File: src/rtl/seg_scan_ctrl.sv
// seg_scan_ctrl: four-digit multiplexed display scanner.
// Double-buffered digit codes, frame-aligned commit, per-digit blink.
module seg_scan_ctrl #(
  parameter int DIV          = 4096,
  parameter int BLINK_FRAMES = 64
) (
  input  logic       clk,
  input  logic       rst,
  input  logic       en,
  input  logic       wr_en,
  input  logic [1:0] wr_addr,
  input  logic [5:0] wr_data,
  input  logic       commit,
  input  logic [3:0] blink_mask,
  output logic [3:0] showDigit,
  output logic [5:0] showNum,
  output logic       scan_tick,
  output logic       busy,
  output logic       frame_done
);

  localparam int CW = (DIV > 1) ? $clog2(DIV) : 1;
  localparam int FW =
    (BLINK_FRAMES > 1) ? $clog2(BLINK_FRAMES) : 1;

  localparam logic [CW-1:0] CNT_MAX = CW'(DIV - 1);
  localparam logic [CW-1:0] CNT_ONE = CW'(1);
  localparam logic [FW-1:0] FRM_MAX = FW'(BLINK_FRAMES - 1);
  localparam logic [FW-1:0] FRM_ONE = FW'(1);

  logic [CW-1:0] cnt;
  logic [1:0]    idx;
  logic [FW-1:0] fcnt;
  logic          phase;

  logic [5:0] shadow [4];
  logic [5:0] active [4];

  logic       slot_end;
  logic       boundary;
  logic       xfer;
  logic [1:0] nidx;
  logic [5:0] nxt_code;

  always_comb begin
    nidx     = idx + 2'd1;
    slot_end = en && (cnt == CNT_MAX);
    boundary = slot_end && (idx == 2'd3);
    xfer     = boundary && busy;
    // digit 0 on a transfer edge must show the freshly copied code
    nxt_code = xfer ? shadow[nidx] : active[nidx];
    if (blink_mask[nidx] && phase) begin
      nxt_code = '0;
    end
  end

  always_ff @(posedge clk or posedge rst) begin
    if (rst) begin
      cnt   <= '0;
      idx   <= '0;
      fcnt  <= '0;
      phase <= 1'b0;
    end else if (slot_end) begin
      cnt <= '0;
      idx <= nidx;
      if (boundary) begin
        if (fcnt == FRM_MAX) begin
          fcnt  <= '0;
          phase <= ~phase;
        end else begin
          fcnt <= fcnt + FRM_ONE;
        end
      end
    end else if (en) begin
      cnt <= cnt + CNT_ONE;
    end
  end

  always_ff @(posedge clk or posedge rst) begin
    if (rst) begin
      busy <= 1'b0;
      for (int i = 0; i < 4; i++) begin
        shadow[i] <= '0;
        active[i] <= '0;
      end
    end else begin
      if (wr_en) begin
        shadow[wr_addr] <= wr_data;
      end
      if (xfer) begin
        busy <= 1'b0;
        for (int i = 0; i < 4; i++) begin
          active[i] <= shadow[i];
        end
      end else if (commit && !busy) begin
        busy <= 1'b1;
      end
    end
  end

  always_ff @(posedge clk or posedge rst) begin
    if (rst) begin
      showDigit  <= '0;
      showNum    <= '0;
      scan_tick  <= 1'b0;
      frame_done <= 1'b0;
    end else if (!en) begin
      showNum    <= '0;
      scan_tick  <= 1'b0;
      frame_done <= 1'b0;
    end else if (slot_end) begin
      showDigit  <= {2'b00, nidx};
      showNum    <= nxt_code;
      scan_tick  <= 1'b1;
      frame_done <= boundary;
    end else begin
      scan_tick  <= 1'b0;
      frame_done <= 1'b0;
    end
  end

endmodule
File: config.mk
export PLATFORM = sky130hd
export DESIGN_NAME = seg_scan_ctrl
export DESIGN_NICKNAME = d
export VERILOG_FILES = /design/src/rtl/seg_scan_ctrl.sv
export SDC_FILE = /design/constraint.sdc
export NUM_CORES = 1
export LEC_CHECK = 0
export CORE_ASPECT_RATIO = 0.75
export CORE_MARGIN = 2
export CORE_UTILIZATION = 40
export CTS_CLUSTER_DIAMETER = 50
export CTS_CLUSTER_SIZE = 40
export DETAILED_ROUTE_END_ITERATION = 8
export PLACE_DENSITY = 0.58
export SLEW_MARGIN = 25
export SYNTH_ARGS = -nofsm -noshare
export SYNTH_HDL_FRONTEND = slang
export SYNTH_SLANG_ARGS = --single-unit
File: constraint.sdc
create_clock -name clk -period 6.7 [get_ports clk]
set_input_delay 1.34 -clock clk [delete_from_list [all_inputs] [get_ports clk]]
set_output_delay 1.34 -clock clk [all_outputs]
set_load 0.05 [all_outputs]
==> results of run 1 <==
## cell type report
type / instances / area, um^2 / share of cell area
inverters: 5 / 20.0 / 0.00466
well taps: 112 / 140 / 0.0326
multi-input cells: 163 / 1580 / 0.367
clock buffers: 11 / 233 / 0.0542
clock inverters: 5 / 33.8 / 0.00786
flip-flops and latches: 80 / 2000 / 0.466
repair buffers: 29 / 289 / 0.0673
## report_power, final
group          switching, W  total, W  internal [W]
combinational     0.0000466  0.000104     0.0000571
sequential        0.0000426  0.000569      0.000527
clock              0.000183  0.000433      0.000250
## state kept, by name, summed over array words and instances, names as in the netlist
signal / cells
frame_done: 1
cnt: 12
showNum: 6
idx: 2
fcnt: 6
phase: 1
showDigit: 2
busy: 1
shadow: 24
scan_tick: 1
active: 24
## layout by cell type (no fill, tap or decap), types with 4 or more instances in the layout
cell type         n
mux2i_1           8
mux2_2           52
inv_1             4
nor2_1            7
nand2_1          19
o21ai_1           6
and3_1            6
clkdlybuf4s50_1  27
mux4_2           13
xnor2_1           8
dfrtp_1          79
xor2_1            5
clkbuf_16         9
nand3_1           7
## synth_stat cells
cell / instances / area share
a21bo_2: 1 / 0.0027
a21oi_1: 1 / 0.0014
a31oi_1: 1 / 0.0017
and2_1: 2 / 0.0034
and3_1: 6 / 0.010
and4_1: 2 / 0.0048
buf_2: 2 / 0.0027
buf_4: 4 / 0.0082
buf_6: 2 / 0.0062
clkbuf_1: 1 / 0.0010
conb_1: 1 / 0.0010
dfrtp_1: 80 / 0.55
ha_1: 3 / 0.010
inv_1: 5 / 0.0051
mux2_2: 52 / 0.16
mux2i_1: 8 / 0.022
mux4_2: 13 / 0.080
nand2_1: 19 / 0.019
nand3_1: 7 / 0.0096
nand3b_1: 3 / 0.0062
nand4_1: 3 / 0.0051
nand4_2: 1 / 0.0034
nand4_4: 1 / 0.0058
nor2_1: 7 / 0.0072
nor3_1: 1 / 0.0014
nor3b_2: 1 / 0.0034
nor4_4: 3 / 0.017
o211ai_1: 1 / 0.0021
o21a_1: 1 / 0.0021
o21ai_0: 2 / 0.0027
o21ai_1: 6 / 0.0082
o31ai_1: 2 / 0.0041
o41a_1: 1 / 0.0031
xnor2_1: 8 / 0.019
xor2_1: 5 / 0.012
## cells by family (layout without fill, tap and decap cells)
family	count (synthesis)	after routing	synth area share
flops	80	80	0.547
mux	73	73	0.262
simple gates	56	56	0.0974
xor+xnor	13	13	0.0311
compound gates	16	16	0.0280
buf+inv	14	50	0.0232
other cells	1	2	0.00102
fa+ha+maj	3	3	0.0103
## stage by stage
stage | util | hold WS [ns] | power, W
after floorplan | - | 0.445 | 0.000643
after global placement | 0.449 | 0.461 | 0.000680
after detailed placement | 0.449 | 0.465 | 0.000681
after CTS | 0.478 | 0.476 | 0.00112
after global routing | 0.479 | 0.503 | 0.00116
final | 0.479 | 0.470 | 0.00111
## final timing paths
kind                         endpoint  cells past startpoint  startpoint  slack (ns)
setup / recovery           showNum[2]                      5          en        3.45
hold / removal                  phase                      1       phase        0.47
setup reg to reg           showNum[2]                      5      idx[0]        4.26
hold reg to reg                 phase                      1       phase        0.47
max in group asynchronous      idx[0]                      3         rst        4.63
min in group asynchronous      cnt[2]                      3         rst        1.50
## routing by layer
metal / track usage / wire length, um
met5: 0 / 0
met4: 0.0443 / 88
met3: 0.0545 / 197
met2: 0.218 / 2870
met1: 0.228 / 3560
==> flow_summary.ini, run 1 <==
[run_status]
outcome = finished clean

[clocking]
cts-root-buf = clkbuf_16
cts_setup_buffers = 0
cts_resized = 0
hold_buffers = 0
clkLatencyLatePin_ns = 0.33
htreeDepth = 3
clk_path_buf_depth = 2
numCtsBuffers = 9
clk_pin_slew_worst_paths_ns = 0.06
tritoncts = done
cts_num_sinks = 80

[placed_design]
dpl_cell_area_mm2 = 0.00402
dp_hpwl_mm = 4.47
place_ws_ns = 3.05
gp_congestion = 0.749
port-buffer-count = 27
placedCellCount = 389

[sta]
finClkSkew_ns = 0.00987
setup_ws_ns = 3.45
hold_viol_final = 0
period_minus_slack_ns = 3.25
worstMarginPinSlew_ns = 0.719
finalSetupTns_ns = 0
period_share = 0.486
relSlewSlack = 0.517
finalSetupViolCount = 0
rsz0062_at_grt = false
finalMaxSlewViolations = 0
fmax_ghz = 0.307

[logic_synthesis]
ys_warn_count = 0
synth_area_mm2 = 0.00366
ys_seq_elements = 80
yosysSeqAreaShare = 0.547
netlist_instances = 256
syn_avg_cell_area_um2 = 14.3
synth_cell_types = 35

[critical_path]
cp_max_fo = 11
endpoint_kind = flip-flop
path_delay_family = simple AND/OR/NAND/NOR gates
worst_path_max_delay_cell = nor4_4
slowest_delay_ns = 0.71
crit_buf_inv = 1
arrival_ns = 3.50
path_cells = clkdlybuf4s50_1 -> nand4_4 -> nor4_4 -> nand2_1 -> o21ai_1
crit_type = primary input to flip-flop
crit_path_start_kind = primary input
crit_required_ns = 6.95

[drt]
drt_pass1_iterations = 4
routed_wirelength_mm = 6.72
drt_iter0_drc = 113
ant_nets = 0
drt-vias-per-instance = 5.14
drc_errors = 0
via_count = 2081
wl_per_cell_um = 16.6

[layout]
antennaDiodeCount = 0
area_delta_synth_final_pct = 17.4
drive_above_1_share = 0.307
instances_no_fill = 405
stdcell_area_mm2 = 0.00430
fin_nets = 308
fillers = 792

[power_and_ir_drop]
cellPowerDensity_mw_per_mm2 = 257
p_leak_nw = 1.85
vdd_drop_max_mv = 0.128

[floorplan]
fp.dieH_um = 86.8
dieArea_mm2 = 0.00994
start_util = 0.408
die_w_um = 114
io_pins = 30
coreArea_mm2 = 0.00897
rows = 30

[grt]
antenna_found_initial = 0
grt.overflow.total = 0
grt_pass1_wl_mm = 11.5
grt_use_total = 0.155
grt_max_degree = 81
grt_pass1_vias = 2184

[min_path]
hold_class = flip-flop to flip-flop

[job]
max_cap_viol_count = 0
(Power assumes the default switching activity.)
==> run 2: changes to the inputs <==
clock period = 3.2 ns   (was 6.7 ns; I/O delays follow)
==> run 2 against run 1 <==
Non-clock buffer count grew 2; clock-buffer cell count shrank 1; wire length shrank 2.3%; sequential power grew 110%; flip-flop and latch count is the same; final cell count grew 0.25%; largest cell class unchanged.
==> flow_summary.ini, run 2 (synthesis gave the netlist of run 1 again) <==
[drt]
drt_pass1_iterations = 4
wl_per_cell_um = 16.2
routed_wirelength_mm = 6.56
via_count = 2166
drt-vias-per-instance = 5.33
drc_errors = 0
drt_iter0_drc = 155
ant_nets = 0

[sta]
period_share = 0.712
hold_viol_final = 0
finClkSkew_ns = 0.00861
fmax_ghz = 0.439
finalMaxSlewViolations = 0
period_minus_slack_ns = 2.28
rsz0062_at_grt = false
finalSetupViolCount = 0
finalSetupTns_ns = 0
worstMarginPinSlew_ns = 0.693
holdWs_ns = 0.480
setup_ws_ns = 0.920
relSlewSlack = 0.538

[min_path]
hold_path_depth = 1
hold_class = flip-flop to flip-flop

[grt]
grt_max_degree = 46
grt_pass1_vias = 2159
antenna_found_initial = 0
grt.overflow.total = 0
grt_pass1_wl_mm = 11.4
grt_use_total = 0.152

[floorplan]
coreArea_mm2 = 0.00897
rows = 30
dieArea_mm2 = 0.00994
die_w_um = 114
start_util = 0.408
io_pins = 30
fp.dieH_um = 86.8

[layout]
fin_nets = 310
drive_above_1_share = 0.313
layout_common_cells = dfrtp_1, mux2_2, clkdlybuf4s50_1, nand2_1, mux4_2
layout_commonest_cell = dfrtp_1
reg.largest.list = active x24, shadow x24, cnt x12
area_delta_synth_final_pct = 21.1
fillers = 781
antennaDiodeCount = 0

[clocking]
clkLatencyLatePin_ns = 0.33
hold_buffers = 0
numCtsBuffers = 9
cts-root-buf = clkbuf_16
clk_path_buf_depth = 2
tritoncts = done
htreeDepth = 3
cts_setup_buffers = 0
cts_num_sinks = 80
cts_resized = 0
clk_pin_slew_worst_paths_ns = 0.06

[job]
max_cap_viol_count = 0

[power_and_ir_drop]
cellPowerDensity_mw_per_mm2 = 600
vdd_drop_max_mv = 0.238
p_leak_nw = 1.93
total_power_w = 0.00266

[critical_path]
worst_path_max_delay_cell = clkdlybuf4s50_1
reg2reg_to = showNum[4]
crit_path_start_kind = primary input
r2r_start = idx[0]
crit_required_ns = 3.41
crit_type = primary input to flip-flop
path_cells = clkdlybuf4s50_1 -> nand4_4 -> nor4_4 -> buf_4 -> nand2_1 -> mux2_2
endpoint_kind = flip-flop
worstSetupEndpoint = fcnt[0]
slowest_delay_ns = 0.61
arrival_ns = 2.49
crit_path_start = en
cp_max_fo = 8
reg2reg_setup_slack_ns = 1.16
worst_r2r_path_depth = 5

[placed_design]
port-buffer-count = 27
gp_congestion = 0.737
dp_hpwl_mm = 4.57
place_ws_ns = 0.577

[run_status]
outcome = finished clean
-- run 2: worst min path at each step --
stage,startpoint,end
after floorplan,phase,phase
after global placement,phase,phase
after detailed placement,fcnt[4],fcnt[4]
after CTS,fcnt[3],fcnt[3]
after global routing,fcnt[2],fcnt[2]
final,fcnt[3],fcnt[3]
-- run 2: cell type report --
class	count	area, um^2	area share
clock buffer	10	239	0.0539
clock inverter	5	129	0.0291
inverter	5	20.0	0.00452
multi-input combinational	163	1580	0.356
sequential	80	2000	0.452
tap	112	140	0.0316
timing repair buffer	31	325	0.0734
-- run 2: stage by stage --
step	cell area, um^2	std cells	utilization
4_1_cts	4430	406	0.494
5_1_grt	4430	406	0.494
3_5_place_dp	4060	391	0.453
6_report	4430	406	0.494
3_3_place_gp	4060	391	0.453
2_1_floorplan	3660	257	-
-- run 2: critical path, delay by kind of cell --
| family | cells | cell delay (ns) |
|---|---|---|
| buffers and inverters | 2 | 0.85 |
| multiplexers | 1 | 0.28 |
| AND/OR/NAND/NOR | 3 | 0.73 |
-- run 2: power breakdown --
group          internal (W)  switching (W)  total [W]
clock network      0.000859       0.000388    0.00125
registers           0.00110      0.0000944    0.00120
logic              0.000120      0.0000949   0.000215
-- run 2: layer usage --
layer  up-vias  wire [um]  global-route usage
met5         -          0                   0
met4         0         67              0.0466
met3         5        220              0.0413
met2        38       2950               0.222
met1      1118       3330               0.222
li1       1005          -                   -
==> run 3: changes to the inputs <==
clock period = 2.2 ns   (was 3.2 ns; I/O delays follow)
==> run 3 against run 2 <==
Final cell count increased by 2.2%; worst setup slack got worse by 0.69 ns; sequential share of layout area increased by 0.12 points; core utilization decreased by 0.13 points; via count increased by 0.23%; die area unchanged; register-to-register slack got worse by 0.86 ns; total power increased by 32%; wire length increased by 3.0%; combinational power increased by 50%; first-iteration DRC count decreased by 34%.
==> flow_summary.ini, run 3 (synthesis gave the netlist of run 1 again) <==
[clocking]
tritoncts = done
numCtsBuffers = 9
clk_path_buf_depth = 2
htreeDepth = 3
cts_num_sinks = 80
clk_pin_slew_worst_paths_ns = 0.06
cts_resized = 0
cts_setup_buffers = 0
cts-root-buf = clkbuf_16
clkLatencyLatePin_ns = 0.33
hold_buffers = 0

[grt]
grt_max_degree = 81
grt_pass1_vias = 2103
grt.overflow.total = 0
antenna_found_initial = 0
grt_pass1_wl_mm = 11.1
grt_use_total = 0.148

[sta]
setup_ws_ns = 0.226
finalSetupViolCount = 0
fmax_ghz = 0.507
relSlewSlack = 0.667
finalMaxSlewViolations = 0
finClkSkew_ns = 0.00561
period_share = 0.897
worstMarginPinSlew_ns = 0.498
period_minus_slack_ns = 1.97
hold_viol_final = 0
rsz0062_at_grt = false

[critical_path]
crit_buf_inv = 1
r2r_start = cnt[1]
slowest_delay_ns = 0.82
cp_num_cells = 1
crit_path_start = busy
arrival_ns = 1.53
cp_max_fo = 4
crit_path_start_kind = flip-flop
reg2reg_setup_slack_ns = 0.30
crit_required_ns = 1.76
path_cells = clkdlybuf4s50_1
worst_path_max_delay_cell = clkdlybuf4s50_1
worst_r2r_path_depth = 5
crit_type = flip-flop to primary output
endpoint_kind = primary output
path_delay_family = buffers and inverters
reg2reg_to = active[22]
worstSetupEndpoint = busy

[drt]
drt_iter0_drc = 103
drt_pass1_iterations = 4
wl_per_cell_um = 16.3
ant_nets = 0
via_count = 2171
routed_wirelength_mm = 6.76
drc_errors = 0
drt-vias-per-instance = 5.23

[layout]
drive_above_1_share = 0.330
reg.largest.list = active x24, shadow x24, cnt x12
layout_common_cells = dfrtp_1, mux2_2, clkdlybuf4s50_1, nand2_1, mux4_2
antennaDiodeCount = 0
multi_input_area_mm2 = 0.00158
final_core_util = 0.493
area_delta_synth_final_pct = 20.8
fillers = 783
fin_nets = 318
layout_commonest_cell = dfrtp_1
regArea_mm2 = 0.00200

[floorplan]
coreArea_mm2 = 0.00897
start_util = 0.408
dieArea_mm2 = 0.00994
die_w_um = 114
io_pins = 30
rows = 30
fp.dieH_um = 86.8

[min_path]
hold_class = flip-flop to flip-flop

[power_and_ir_drop]
vdd_drop_max_mv = 0.302
cellPowerDensity_mw_per_mm2 = 791
p_leak_nw = 1.92
total_power_w = 0.00350

[placed_design]
gp_congestion = 0.732
dp_hpwl_mm = 4.49
port-buffer-count = 27
place_ws_ns = -0.0515

[run_status]
outcome = finished clean

[job]
max_cap_viol_count = 0
## run 3: changes by cell type in the layout (fill, tap and decap cells not counted)
| cell | delta |
|---|---|
| clkinv_4 | -1 |
| clkbuf_1 | +1 |
| clkinv_2 | -1 |
| clkbuf_8 | +2 |
| clkinvlp_4 | +3 |
| buf_4 | +8 |
| inv_6 | +1 |
| bufinv_16 | -4 |
## run 3: final cells by class
class | count | area share
flip-flops and latches | 80 | 0.453
inverters | 5 | 0.00509
clock inverters | 3 | 0.00538
multi-input cells | 163 | 0.357
well taps | 112 | 0.0317
repair buffers | 39 | 0.0872
clock buffers | 13 | 0.0611
## run 3: where the power goes
part	internal [W]	leakage [nW]	switching [W]
combinational	0.000181	0.742	0.000142
sequential	0.00160	1.04	0.000134
clock	0.000861	0.138	0.000576
total	0.00265	1.92	0.000852
## run 3: routing by layer
layer	up-vias	global-route usage	wire [um]
met1	1101	0.223	3490
met5	-	0	0
li1	1021	-	-
met4	0	0.0399	71
met3	6	0.0462	322
met2	43	0.207	2880
## run 3: worst min path at each step
| stage | from | endpoint | slack (ns) | cells after the start |
|---|---|---|---|---|
| 6_report | phase | phase | 0.48 | 1 |
| 5_1_grt | phase | phase | 0.49 | 1 |
| 4_1_cts | phase | phase | 0.48 | 1 |
| 3_5_place_dp | phase | phase | 0.46 | 1 |
| 3_3_place_gp | phase | phase | 0.46 | 1 |
| 2_1_floorplan | phase | phase | 0.44 | 1 |
## run 3: through the flow
stage,cells,setup TNS (ns),area [um^2],hold WS [ns]
floorplan,257,0,3670,0.445
global placement,399,-0.722,4130,0.461
detailed placement,399,-1.04,4130,0.462
CTS,415,0,4420,0.479
global route,415,0,4420,0.494
finish,415,0,4420,0.477
